`config.mk`:
```
export PLATFORM = sky130hd
export DESIGN_NAME = hazard_ctrl_flat
export DESIGN_NICKNAME = d
export VERILOG_FILES = /design/src/rtl/pcpu_pkg.sv /design/src/rtl/hazard_ctrl_if.sv /design/src/rtl/sat_counter.sv /design/src/rtl/hazard_ctrl.sv /design/src/flat_wrapper.sv
export SDC_FILE = /design/constraint.sdc
export NUM_CORES = 1
export LEC_CHECK = 0
export ABC_AREA = 1
export CORE_UTILIZATION = 40
export DETAILED_ROUTE_END_ITERATION = 16
export PLACE_DENSITY = 0.77
export SLEW_MARGIN = 10
export SYNTH_ARGS = -nofsm -noshare
export SYNTH_HDL_FRONTEND = slang
export SYNTH_SLANG_ARGS = --single-unit
```
`constraint.sdc`:
```
create_clock -name clk -period 5.1 [get_ports clk]
set_input_delay 1.02 -clock clk [delete_from_list [all_inputs] [get_ports clk]]
set_output_delay 1.02 -clock clk [all_outputs]
set_load 0.01 [all_outputs]
```
`src/rtl/pcpu_pkg.sv`:
```
`default_nettype none
// ============================================================================
// Module      : pcpu_pkg
// Description : Shared types and constants for the 5-stage PCPU hazard logic.
//               Holds the hazard controller state encoding, the hard-wired
//               zero register index and the default MDU occupancy.
// Ports       : none (package)
// Revision    : 1.0 - initial release
// ============================================================================
package pcpu_pkg;

   // Hazard controller FSM states.
   typedef enum logic [0:0] {
      ST_RUN      = 1'b0,
      ST_MDU_BUSY = 1'b1
   } hz_state_t;

   // $zero never carries a real dependency.
   localparam logic [4:0] REG_ZERO = 5'd0;

   // Default number of cycles a mult/div occupies EX.
   localparam int MDU_LAT_DEF = 4;

endpackage : pcpu_pkg
`default_nettype wire

```
`src/rtl/hazard_ctrl_if.sv`:
```
`default_nettype none
// ============================================================================
// Module      : hazard_ctrl_if
// Description : Bundle between the pipeline datapath and the hazard
//               controller. The datapath (master) reports hazard sources and
//               consumes the stall/flush controls; the controller (slave)
//               does the reverse.
// Signals     : mem_wait, ID_EX_MemRead, ID_EX_rt, IF_ID_rs, IF_ID_rt,
//               IF_ID_uses_rt, branch_taken, mdu_start      (datapath -> ctrl)
//               PC_Write, IF_ID_Write, IF_ID_Flush, ID_EX_Write,
//               ID_EX_Flush, EX_MEM_Flush                   (ctrl -> datapath)
// Revision    : 1.0 - initial release
// ============================================================================
interface hazard_ctrl_if;

   // Hazard sources
   logic       mem_wait;
   logic       ID_EX_MemRead;
   logic [4:0] ID_EX_rt;
   logic [4:0] IF_ID_rs;
   logic [4:0] IF_ID_rt;
   logic       IF_ID_uses_rt;
   logic       branch_taken;
   logic       mdu_start;

   // Pipeline register controls
   logic       PC_Write;
   logic       IF_ID_Write;
   logic       IF_ID_Flush;
   logic       ID_EX_Write;
   logic       ID_EX_Flush;
   logic       EX_MEM_Flush;

   modport master (
      output mem_wait, ID_EX_MemRead, ID_EX_rt, IF_ID_rs, IF_ID_rt,
             IF_ID_uses_rt, branch_taken, mdu_start,
      input  PC_Write, IF_ID_Write, IF_ID_Flush, ID_EX_Write,
             ID_EX_Flush, EX_MEM_Flush
   );

   modport slave (
      input  mem_wait, ID_EX_MemRead, ID_EX_rt, IF_ID_rs, IF_ID_rt,
             IF_ID_uses_rt, branch_taken, mdu_start,
      output PC_Write, IF_ID_Write, IF_ID_Flush, ID_EX_Write,
             ID_EX_Flush, EX_MEM_Flush
   );

endinterface : hazard_ctrl_if
`default_nettype wire

```
`src/rtl/sat_counter.sv`:
```
`default_nettype none
// ============================================================================
// Module      : sat_counter
// Description : Event counter that sticks at all-ones instead of wrapping.
// Ports       : clk   - system clock, rising edge
//               rst_n - asynchronous active-low reset, clears the count
//               inc   - count this cycle
//               count - current value
// Revision    : 1.0 - initial release
// ============================================================================
module sat_counter #(
   parameter int CNT_W = 32
) (
   input  wire logic             clk,
   input  wire logic             rst_n,
   input  wire logic             inc,
   output logic [CNT_W-1:0]      count
);

   always_ff @(posedge clk or negedge rst_n) begin
      if (!rst_n) begin
         count <= '0;
      end else if (inc && (count != '1)) begin
         count <= count + 1'b1;
      end
   end

endmodule : sat_counter
`default_nettype wire

```
`src/rtl/hazard_ctrl.sv`:
```
`default_nettype none
// ============================================================================
// Module      : hazard_ctrl
// Description : Stall/flush controller for the 5-stage PCPU. Resolves memory
//               wait, taken branches, multi-cycle MDU occupancy of EX and
//               load-use hazards, and keeps saturating stall/flush counts.
//               Controls are Mealy outputs so a hazard is acted on in the
//               cycle it is seen.
// Ports       : clk          - system clock, rising edge
//               rst_n        - asynchronous active-low reset
//               hz           - hazard sources in, pipeline controls out
//               mdu_busy     - FSM is in MDU_BUSY
//               stall_cycles - cycles with PC_Write==0, saturating
//               flush_events - taken-branch flushes, saturating
// Revision    : 1.0 - initial release
// ============================================================================
module hazard_ctrl
   import pcpu_pkg::*;
#(
   parameter int MDU_LAT = MDU_LAT_DEF,
   parameter int CNT_W   = 32
) (
   input  wire logic         clk,
   input  wire logic         rst_n,
   hazard_ctrl_if.slave      hz,
   output logic              mdu_busy,
   output logic [CNT_W-1:0]  stall_cycles,
   output logic [CNT_W-1:0]  flush_events
);

   localparam int CW = $clog2(MDU_LAT);
   // Loaded on MDU entry; the cycle with cnt==1 is the release cycle, so the
   // instruction spends MDU_LAT-1 frozen cycles plus one advancing cycle.
   localparam logic [CW-1:0] CNT_INIT = CW'(MDU_LAT - 1);
   localparam logic [CW-1:0] CNT_ONE  = CW'(1);

   hz_state_t      r_state;
   logic [CW-1:0]  r_cnt;

   hz_state_t      w_next_state;
   logic [CW-1:0]  w_next_cnt;
   logic           w_pc_write;
   logic           w_if_id_write;
   logic           w_if_id_flush;
   logic           w_id_ex_write;
   logic           w_id_ex_flush;
   logic           w_ex_mem_flush;
   logic           w_flush_inc;
   logic           w_load_use;

   assign w_load_use = hz.ID_EX_MemRead && (hz.ID_EX_rt != REG_ZERO) &&
                       ((hz.ID_EX_rt == hz.IF_ID_rs) ||
                        (hz.IF_ID_uses_rt && (hz.ID_EX_rt == hz.IF_ID_rt)));

   always_comb begin
      w_next_state   = r_state;
      w_next_cnt     = r_cnt;
      w_pc_write     = 1'b1;
      w_if_id_write  = 1'b1;
      w_if_id_flush  = 1'b0;
      w_id_ex_write  = 1'b1;
      w_id_ex_flush  = 1'b0;
      w_ex_mem_flush = 1'b0;
      w_flush_inc    = 1'b0;

      if (!rst_n) begin
         // Hold PC and fill every stage with bubbles.
         w_pc_write     = 1'b0;
         w_if_id_flush  = 1'b1;
         w_id_ex_flush  = 1'b1;
         w_ex_mem_flush = 1'b1;
      end else if (hz.mem_wait) begin
         w_pc_write    = 1'b0;
         w_if_id_write = 1'b0;
         w_id_ex_write = 1'b0;
      end else if ((r_state == ST_RUN) && hz.branch_taken) begin
         // Branch wins over a same-cycle mdu_start or load-use.
         w_if_id_flush = 1'b1;
         w_id_ex_flush = 1'b1;
         w_flush_inc   = 1'b1;
      end else if ((r_state == ST_RUN) && hz.mdu_start) begin
         w_pc_write     = 1'b0;
         w_if_id_write  = 1'b0;
         w_id_ex_write  = 1'b0;
         w_ex_mem_flush = 1'b1;
         w_next_state   = ST_MDU_BUSY;
         w_next_cnt     = CNT_INIT;
      end else if ((r_state == ST_MDU_BUSY) && (r_cnt > CNT_ONE)) begin
         w_pc_write     = 1'b0;
         w_if_id_write  = 1'b0;
         w_id_ex_write  = 1'b0;
         w_ex_mem_flush = 1'b1;
         w_next_cnt     = r_cnt - CNT_ONE;
      end else begin
         // RUN or the MDU release cycle: the load-use check applies here.
         if (r_state == ST_MDU_BUSY) begin
            w_next_state = ST_RUN;
            w_next_cnt   = '0;
         end
         if (w_load_use) begin
            w_pc_write    = 1'b0;
            w_if_id_write = 1'b0;
            w_id_ex_flush = 1'b1;
         end
      end
   end

   always_ff @(posedge clk or negedge rst_n) begin
      if (!rst_n) begin
         r_state <= ST_RUN;
         r_cnt   <= '0;
      end else begin
         r_state <= w_next_state;
         r_cnt   <= w_next_cnt;
      end
   end

   assign hz.PC_Write     = w_pc_write;
   assign hz.IF_ID_Write  = w_if_id_write;
   assign hz.IF_ID_Flush  = w_if_id_flush;
   assign hz.ID_EX_Write  = w_id_ex_write;
   assign hz.ID_EX_Flush  = w_id_ex_flush;
   assign hz.EX_MEM_Flush = w_ex_mem_flush;
   assign mdu_busy        = (r_state == ST_MDU_BUSY);

   sat_counter #(
      .CNT_W (CNT_W)
   ) u_stall_cnt (
      .clk   (clk),
      .rst_n (rst_n),
      .inc   (!w_pc_write),
      .count (stall_cycles)
   );

   sat_counter #(
      .CNT_W (CNT_W)
   ) u_flush_cnt (
      .clk   (clk),
      .rst_n (rst_n),
      .inc   (w_flush_inc),
      .count (flush_events)
   );

endmodule : hazard_ctrl
`default_nettype wire

```
`src/flat_wrapper.sv`:
```
// flat-port wrapper written by rule: the top's interface ports become plain ports
module hazard_ctrl_flat import pcpu_pkg::*;
#(
   parameter int MDU_LAT = MDU_LAT_DEF,
   parameter int CNT_W   = 32
)
  (clk, rst_n, mdu_busy, stall_cycles, flush_events, hz_mem_wait, hz_ID_EX_MemRead, hz_ID_EX_rt, hz_IF_ID_rs, hz_IF_ID_rt, hz_IF_ID_uses_rt, hz_branch_taken, hz_mdu_start, hz_PC_Write, hz_IF_ID_Write, hz_IF_ID_Flush, hz_ID_EX_Write, hz_ID_EX_Flush, hz_EX_MEM_Flush);
  hazard_ctrl_if hz_i ();
  input  wire logic clk;
  input  wire logic rst_n;
  output logic mdu_busy;
  output logic [CNT_W-1:0] stall_cycles;
  output logic [CNT_W-1:0] flush_events;
  input wire logic [$bits(hz_i.mem_wait)-1:0] hz_mem_wait;
  input wire logic [$bits(hz_i.ID_EX_MemRead)-1:0] hz_ID_EX_MemRead;
  input wire logic [$bits(hz_i.ID_EX_rt)-1:0] hz_ID_EX_rt;
  input wire logic [$bits(hz_i.IF_ID_rs)-1:0] hz_IF_ID_rs;
  input wire logic [$bits(hz_i.IF_ID_rt)-1:0] hz_IF_ID_rt;
  input wire logic [$bits(hz_i.IF_ID_uses_rt)-1:0] hz_IF_ID_uses_rt;
  input wire logic [$bits(hz_i.branch_taken)-1:0] hz_branch_taken;
  input wire logic [$bits(hz_i.mdu_start)-1:0] hz_mdu_start;
  output wire logic [$bits(hz_i.PC_Write)-1:0] hz_PC_Write;
  output wire logic [$bits(hz_i.IF_ID_Write)-1:0] hz_IF_ID_Write;
  output wire logic [$bits(hz_i.IF_ID_Flush)-1:0] hz_IF_ID_Flush;
  output wire logic [$bits(hz_i.ID_EX_Write)-1:0] hz_ID_EX_Write;
  output wire logic [$bits(hz_i.ID_EX_Flush)-1:0] hz_ID_EX_Flush;
  output wire logic [$bits(hz_i.EX_MEM_Flush)-1:0] hz_EX_MEM_Flush;
  assign hz_i.mem_wait = hz_mem_wait;
  assign hz_i.ID_EX_MemRead = hz_ID_EX_MemRead;
  assign hz_i.ID_EX_rt = hz_ID_EX_rt;
  assign hz_i.IF_ID_rs = hz_IF_ID_rs;
  assign hz_i.IF_ID_rt = hz_IF_ID_rt;
  assign hz_i.IF_ID_uses_rt = hz_IF_ID_uses_rt;
  assign hz_i.branch_taken = hz_branch_taken;
  assign hz_i.mdu_start = hz_mdu_start;
  assign hz_PC_Write = hz_i.PC_Write;
  assign hz_IF_ID_Write = hz_i.IF_ID_Write;
  assign hz_IF_ID_Flush = hz_i.IF_ID_Flush;
  assign hz_ID_EX_Write = hz_i.ID_EX_Write;
  assign hz_ID_EX_Flush = hz_i.ID_EX_Flush;
  assign hz_EX_MEM_Flush = hz_i.EX_MEM_Flush;
  hazard_ctrl #(.MDU_LAT(MDU_LAT), .CNT_W(CNT_W)) u_core (.clk(clk), .rst_n(rst_n), .hz(hz_i), .mdu_busy(mdu_busy), .stall_cycles(stall_cycles), .flush_events(flush_events));
endmodule
```
==> flow_metrics.tcl <==
set metrics [dict create \
    fin_setup_tns_ns 0 \
    outcome "finished, final reports clean" \
    required_ns 4.08 \
    place_area_um2 5500 \
    vias 4409 \
    hold_path_startpoint "u_core.u_stall_cnt.count[28]" \
    pin_count 93 \
    cts_resized 0 \
    hold_viol_final 0 \
    yosysTopAreaCell "dfrtp_1" \
    clk_latency_ns 0.35 \
    cts_setup_buffers 0 \
    drt_iter0_markers 280 \
    io_buffer_count 92 \
    min_path_cells 2 \
    fmax_mhz 259 \
    criticalPathCategory "in2out" \
    grt_max_degree 40 \
    grt_overflow 0 \
    ys_seq_area_share_pct 37.5 \
    firstDrtPassIters 5 \
    drt_wl_total_um 11400 \
    cts.sinks 67 \
    worstReg2RegStart "u_core.u_flush_cnt.count[2]" \
    synth_edf_count 0 \
    layout-drive-gt1-share_pct 3.14 \
    first_global_vias 3945 \
    stdcell_area_um2 5690 \
    async_reset_ff_share_pct 100 \
    yosysUniqueCellTypes 25 \
    synth_top_area_share_pct 37.5 \
    reg2reg_slack_ns 2.14 \
    cts_buffers 9 \
    cp_max_fo 4 \
    worstMarginPinSlew_ns 0.973 \
    final_antenna_net_count 0 \
    routabilityCongestion 0.895 \
    maxCapViolCount 0 \
    cts_hold_buf 0 \
    post_drt_via_cell_ratio 4.88 \
    synth_seq_cells 67 \
    start_kind "input pin" \
    cp.arrival_ns 2.84 \
    drcViolationCount 0 \
    hold_class "reg2reg" \
    syn_avg_cell_area_um2 6.69 \
    wl_per_cell_um 12.6 \
    cts-root-buf "clkbuf_8" \
    p_per_area_nw_per_um2 281 \
    fillers 1053 \
    die_width_um 108 \
    min_period_over_period_pct 75.8 \
    synth.top_cells.by_count "nand2_1 (265), nor2_1 (79), dfrtp_1 (67)" \
    grt_pass1_wl_um 19000 \
    cpPeakStageDelay_ns 0.56 \
    syn_inst 667 \
    min_to "u_core.u_stall_cnt.count[28]" \
    finalNetCount 784 \
    core_area_um2 10800 \
    clk_pin_slew_worst_paths_ns 0.07 \
    place_hpwl_um 8510 \
    synth_top_flop_cell "dfrtp_1" \
    rsz0062_at_grt "no" \
    path_cells "clkdlybuf4s50_1 -> nor2_1 -> nor2_1 -> nor2_1 -> nand3_1 -> nand2_1 -> nand3_1 -> nand3_1 -> inv_1 -> clkdlybuf4s50_1" \
    die_y_um 108 \
    finalMaxSlewViolations 0 \
    n_antenna_cell 0 \
    grt_antenna_before_repair 0 \
    cts_tree "done" \
    multi_input_area_um2 2470 \
    period_needed_ns 3.86 \
    synth_warnings 0 \
    area_delta_synth_final_pct 27.4 \
    dieArea_um2 11600 \
    relSlewSlack_pct 35.0 \
    leakage_nw 2.66 \
    seqCellArea_um2 1680 \
    syn_area_um2 4470 \
    endpoint_kind "output port" \
    p_total_mw 1.60 \
    grt_usage_pct 20.8 \
    ff2ff_path_depth 9 \
    start_util_pct 41.2 \
    rows 38 \
    h-tree-depth 3 \
    cts_buffer_depth 2 \
    r2r-end "u_core.u_flush_cnt.count[22]" \
    setup_violations 0 \
    cp_slowest_cell "clkdlybuf4s50_1" \
    ys_top_cells_by_area "dfrtp_1 (38%), nand2_1 (22%), xor2_1 (8.2%)" \
    synth.most_common_cell "nand2_1" \
    synth_nets 692 \
    fin_skew_ns 0.0126 \
    peakVddDrop_mv 0.141 \
]
==> placed cells by master (no fill, tap or decap), types with 3 or more instances in the layout <==
master / instances
xnor2_1: 15
inv_1: 63
nor3_1: 30
nand4_1: 5
nor2_1: 79
nand2_1: 265
nand3b_1: 3
dfrtp_1: 67
ha_1: 3
xor2_1: 42
buf_4: 4
clkbuf_8: 10
clkdlybuf4s50_1: 91
o21ai_0: 14
clkinv_2: 3
nand3_1: 57
==> flip-flops by register name, summed over array words and instances, names as in the netlist <==
signal,cells
u_core.r_cnt,2
u_core.u_flush_cnt.count,32
u_core.u_stall_cnt.count,32
u_core.mdu_busy,1
==> area by class of cell <==
cell class              instances  area share (%)
well taps                     140            3.08
inverters                      63            4.16
clock buffers                  11            2.48
flip-flops and latches         67            29.5
clock inverters                 5           0.923
multi-input cells             523            43.4
repair buffers                 95            16.5
==> how the worst max path moves through the flow <==
stage | startpoint | cells after the start | end
3_3_place_gp | hz_ID_EX_rt[4] | 9 | hz_PC_Write
4_1_cts | hz_ID_EX_rt[2] | 10 | hz_PC_Write
3_5_place_dp | hz_ID_EX_rt[2] | 10 | hz_PC_Write
6_report | hz_ID_EX_rt[2] | 10 | hz_PC_Write
2_1_floorplan | hz_ID_EX_rt[0] | 10 | hz_PC_Write
5_1_grt | hz_ID_EX_rt[1] | 9 | hz_PC_Write
==> layer usage <==
metal | up-vias | part of all wire [%] | GRT usage, %
met5 | - | 0 | 0
met4 | 0 | 1.5 | 7.73
met3 | 12 | 5.1 | 2.78
met2 | 125 | 43 | 31.1
met1 | 2000 | 50 | 30.3
li1 | 2272 | - | -
==> per-stage QoR <==
step                util, %  instances  setup WS (ns)  hold slack [ns]
floorplan                 -        667           2.04            0.481
global placement       50.7        888           1.27            0.498
detailed placement     50.7        888           1.23            0.499
CTS                    52.5        904           1.23            0.515
global route           52.5        904           1.02            0.535
finish                 52.5        904           1.24            0.513
==> power by group <==
part           leakage (nW)  total, mW  switching [mW]  internal, mW
logic                  1.65      0.462           0.241         0.221
registers             0.910      0.693          0.0951         0.598
clock network        0.0991      0.444           0.207         0.237
==> cells by family (layout without fill, tap and decap cells) <==
| kind of cell | Yosys count | after routing | share of synthesized area [%] |
|---|---|---|---|
| compound gates | 17 | 17 | 2.07 |
| fa+ha+maj | 3 | 3 | 0.841 |
| flops | 67 | 67 | 37.5 |
| xor+xnor | 57 | 57 | 11.2 |
| simple gates | 446 | 446 | 41.2 |
| buf+inv | 77 | 174 | 7.20 |
==> critical path: cells and delay by family <==
family | cells | cell delay [ns]
buffers and inverters | 3 | 1.20
AND/OR/NAND/NOR | 7 | 0.63
Power figures use the tool's default switching activity.
==> RTL edit 1, RTL diff (config.mk and constraints unchanged) <==
Change the package constant `REG_ZERO` from 5'd0 to 5'd1.
--- a/src/rtl/pcpu_pkg.sv
+++ b/src/rtl/pcpu_pkg.sv
@@ -16,7 +16,7 @@
    } hz_state_t;
 
    // $zero never carries a real dependency.
-   localparam logic [4:0] REG_ZERO = 5'd0;
+   localparam logic [4:0] REG_ZERO = 5'd1;
 
    // Default number of cycles a mult/div occupies EX.
    localparam int MDU_LAT_DEF = 4;
Behaviour: not the same (Yosys sat finds a counterexample within 4 cycles, from zero or initial values and one cycle with rst_n low).
==> RTL edit 1 against the original RTL <==
Die area up 0.49%. Synthesized cell count down 0.60%. Wire length up 3.3%. Setup slack better by 0.020 ns. Sequential share of layout area up 0.071 points. Final cell count down 0.33%. Sequential cell count unchanged. Final area down 0.24%. Clock power down 10%. Non-clock buffer count unchanged. Synthesized area up 0.50%. Total power about the same. Register-to-register slack better by 0.54 ns. Largest power group unchanged.
==> RTL edit 1: results <==
[run_status]
outcome = complete, no violations

[finish]
nets = 781
buffer_area_share_pct = 16.6
nMultiInputCombCells = 520
nClkBuffers = 12
multi_input_area_share_pct = 43.6
drive_above_1_share_pct = 3.68
clk_share_pct = 3.02

[synth]
synth.net_count = 688
synth_compound_area_share_pct = 2.73
synth_seq_area_share_pct = 37.4
yosys.area_share.adder_pct = 0.836
synth_area_leaders = dfrtp_1 (37%), nand2_1 (21%), xor2_1 (8.4%)

[drt]
viasPerCell = 4.92
wl_met2_um = 5690
dr_wl_met3_um = 608
met1_length_um = 5160
totalWireLength_um = 11800
dr.pass1.iters = 4

[placement]
gp_congestion = 0.931
dp_hpwl_um = 8970

[grt]
track_usage_pct = 21.5
grt_max_degree = 50
gr-usage-met1_pct = 26.8
grt_pass1_wl_um = 19500
grt_pass1_vias = 4119

[pwr]
p_leak_nw = 2.59
peakVddDrop_v = 0.000184

[timing]
hold_ws_ns = 0.514
slew-limit-headroom_pct = 58.5

[setup_path]
r2r_end = u_core.u_stall_cnt.count[13]
reg2reg_from = u_core.r_cnt[0]
rr_worst_depth = 12

[worst_hold_path]
hold_depth = 1
min_from = u_core.u_flush_cnt.count[6]
## RTL edit 1: cell types whose count changed in the layout (fill, tap and decap cells not counted), moves of 3 or more
cell / change
o21ai_0: -5
o21ai_1: +8
nand2_1: -8
nand3_1: -7
nand4_1: +3
## RTL edit 1: logic make-up (layout without fill, tap and decap cells)
family / count (synthesis) / after routing
adders and majority gates: 3 / 3
buffers and inverters: 76 / 174
DFF: 67 / 67
AOI/OAI and AO/OA: 22 / 22
xor gates and xnor gates: 58 / 58
and+or+nand+nor: 437 / 437
## RTL edit 1: metrics by stage
stage	util, %	instances	cell area (um^2)
floorplan	-	663	4490
global placement	50.6	885	5510
detailed placement	50.6	885	5510
CTS	52.1	901	5680
global route	52.1	901	5680
finish	52.1	901	5680
## RTL edit 1: worst max-delay path by stage
stage,start,to,slack [ns],depth (start not counted)
finish,hz_ID_EX_rt[0],hz_PC_Write,1.26,11
global route,hz_ID_EX_rt[0],hz_PC_Write,1.06,11
CTS,hz_ID_EX_rt[0],hz_PC_Write,1.23,11
detailed placement,hz_ID_EX_rt[0],hz_PC_Write,1.24,11
global placement,hz_ID_EX_rt[3],hz_PC_Write,1.29,11
floorplan,hz_ID_EX_rt[1],hz_PC_Write,2.05,10
## RTL edit 1: worst reg2reg max path, cell delays in order, from the launching register on
cell	delay (ns)
dfrtp_1	0.40
ha_1	0.20
nor2_1	0.13
nand2_1	0.08
nand2_1	0.08
nand2_1	0.07
nand2_1	0.07
inv_1	0.06
nand3_1	0.16
buf_4	0.36
nand2_2	0.47
nand2_1	0.19
nand2_1	0.06
## RTL edit 1: power breakdown
group	switching (mW)	internal, mW
sequential	0.102	0.604
clock	0.210	0.189
combinational	0.256	0.238
==> RTL edit 2, RTL diff (same settings) <==
Made on the original files. Reset style: synchronous (`rst_n`), changed in 2 clocked blocks. Comments in the files are not updated.
--- a/src/rtl/sat_counter.sv
+++ b/src/rtl/sat_counter.sv
@@ -17,7 +17,7 @@
    output logic [CNT_W-1:0]      count
 );
 
-   always_ff @(posedge clk or negedge rst_n) begin
+   always_ff @(posedge clk) begin
       if (!rst_n) begin
          count <= '0;
       end else if (inc && (count != '1)) begin
--- a/src/rtl/hazard_ctrl.sv
+++ b/src/rtl/hazard_ctrl.sv
@@ -105,7 +105,7 @@
       end
    end
 
-   always_ff @(posedge clk or negedge rst_n) begin
+   always_ff @(posedge clk) begin
       if (!rst_n) begin
          r_state <= ST_RUN;
          r_cnt   <= '0;
Function: differs if rst_n is asserted again (counterexample within 4 cycles, from zero or initial values and one cycle with rst_n low); with rst_n held inactive, the same outputs for 10 cycles.
==> RTL edit 2 against the original RTL <==
Critical path depth fell by 5. Final area fell by 0.51%. Synthesized area rose by 0.67%. Hold slack got worse by 0.020 ns. Sequential cell count did not move. Wire length rose by 6.2%. Setup slack got worse by 0.34 ns. Critical path type unchanged. Critical endpoint is now hz_ID_EX_Flush.
Power is not compared: it rests on default switching activity, and its combinational part moved more than twofold at a synthesized area within 25%.
==> RTL edit 2: results <==
[grt]
grt_pass1_wl_um = 20000
gr-usage-met1_pct = 28.3
grt_pass1_vias = 4222
grt_use_met3_pct = 3.38
track_usage_pct = 21.4

[setup_path]
arrival_ns = 3.18
r2r_end = u_core.u_stall_cnt.count[1]
ff2ff_setup_slack_ns = 2.61
cpPeakStageDelay_ns = 0.78
rr_worst_depth = 12

[synth]
syn-mean-instance-area_um2 = 6.24
async_flop_share_pct = 0
synth_area_leaders = dfxtp_1 (30%), nand2_1 (19%), nor2_1 (7.4%)
synth.distinct_cells = 33

[placement]
place_area_mm2 = 0.00548
numPlacedInstances = 934
gp_congestion = 0.949

[run_status]
outcome = complete, no violations

[timing]
worst_slew_pin_slew_ns = 0.710
fin_skew_ns = 0.0114

[drt]
met1_length_um = 5640
dr_wl_met3_um = 693
detail_route.wl_per_cell_um = 12.8

[worst_hold_path]
holdPathEnd = u_core.r_cnt[1]

[finish]
drive_above_1_share_pct = 7.53
## RTL edit 2: cell types whose count changed after synthesis, moves of 13 or more
cell,change
dfrtp_1,-67
dfxtp_1,+67
a21oi_1,+50
nand2_1,-36
nand2_2,+13
xor2_1,-13
## RTL edit 2: kinds of logic after synthesis
group	count (synthesis)	synth area share [%]
AO/OA/AOI/OAI	74	9.30
flip-flops	67	29.8
buffers and inverters	87	8.46
AND/OR/NAND/NOR	448	43.4
adder cells (fa/ha/maj)	3	0.835
XOR/XNOR	42	8.18
## RTL edit 2: layout make-up
| type | count | area, um^2 |
|---|---|---|
| inverters | 64 | 240 |
| well taps | 140 | 175 |
| repair buffers | 96 | 951 |
| clock inverters | 4 | 25.0 |
| multi-input cells | 567 | 2770 |
| flip-flops and latches | 67 | 1340 |
| fillers | 1090 | 5230 |
| clock buffers | 12 | 155 |
## RTL edit 2: report_power, final
part           switching [mW]  internal, mW
registers             0.00659         0.527
clock network           0.209         0.201
logic                  0.0546        0.0421
total                   0.271         0.771
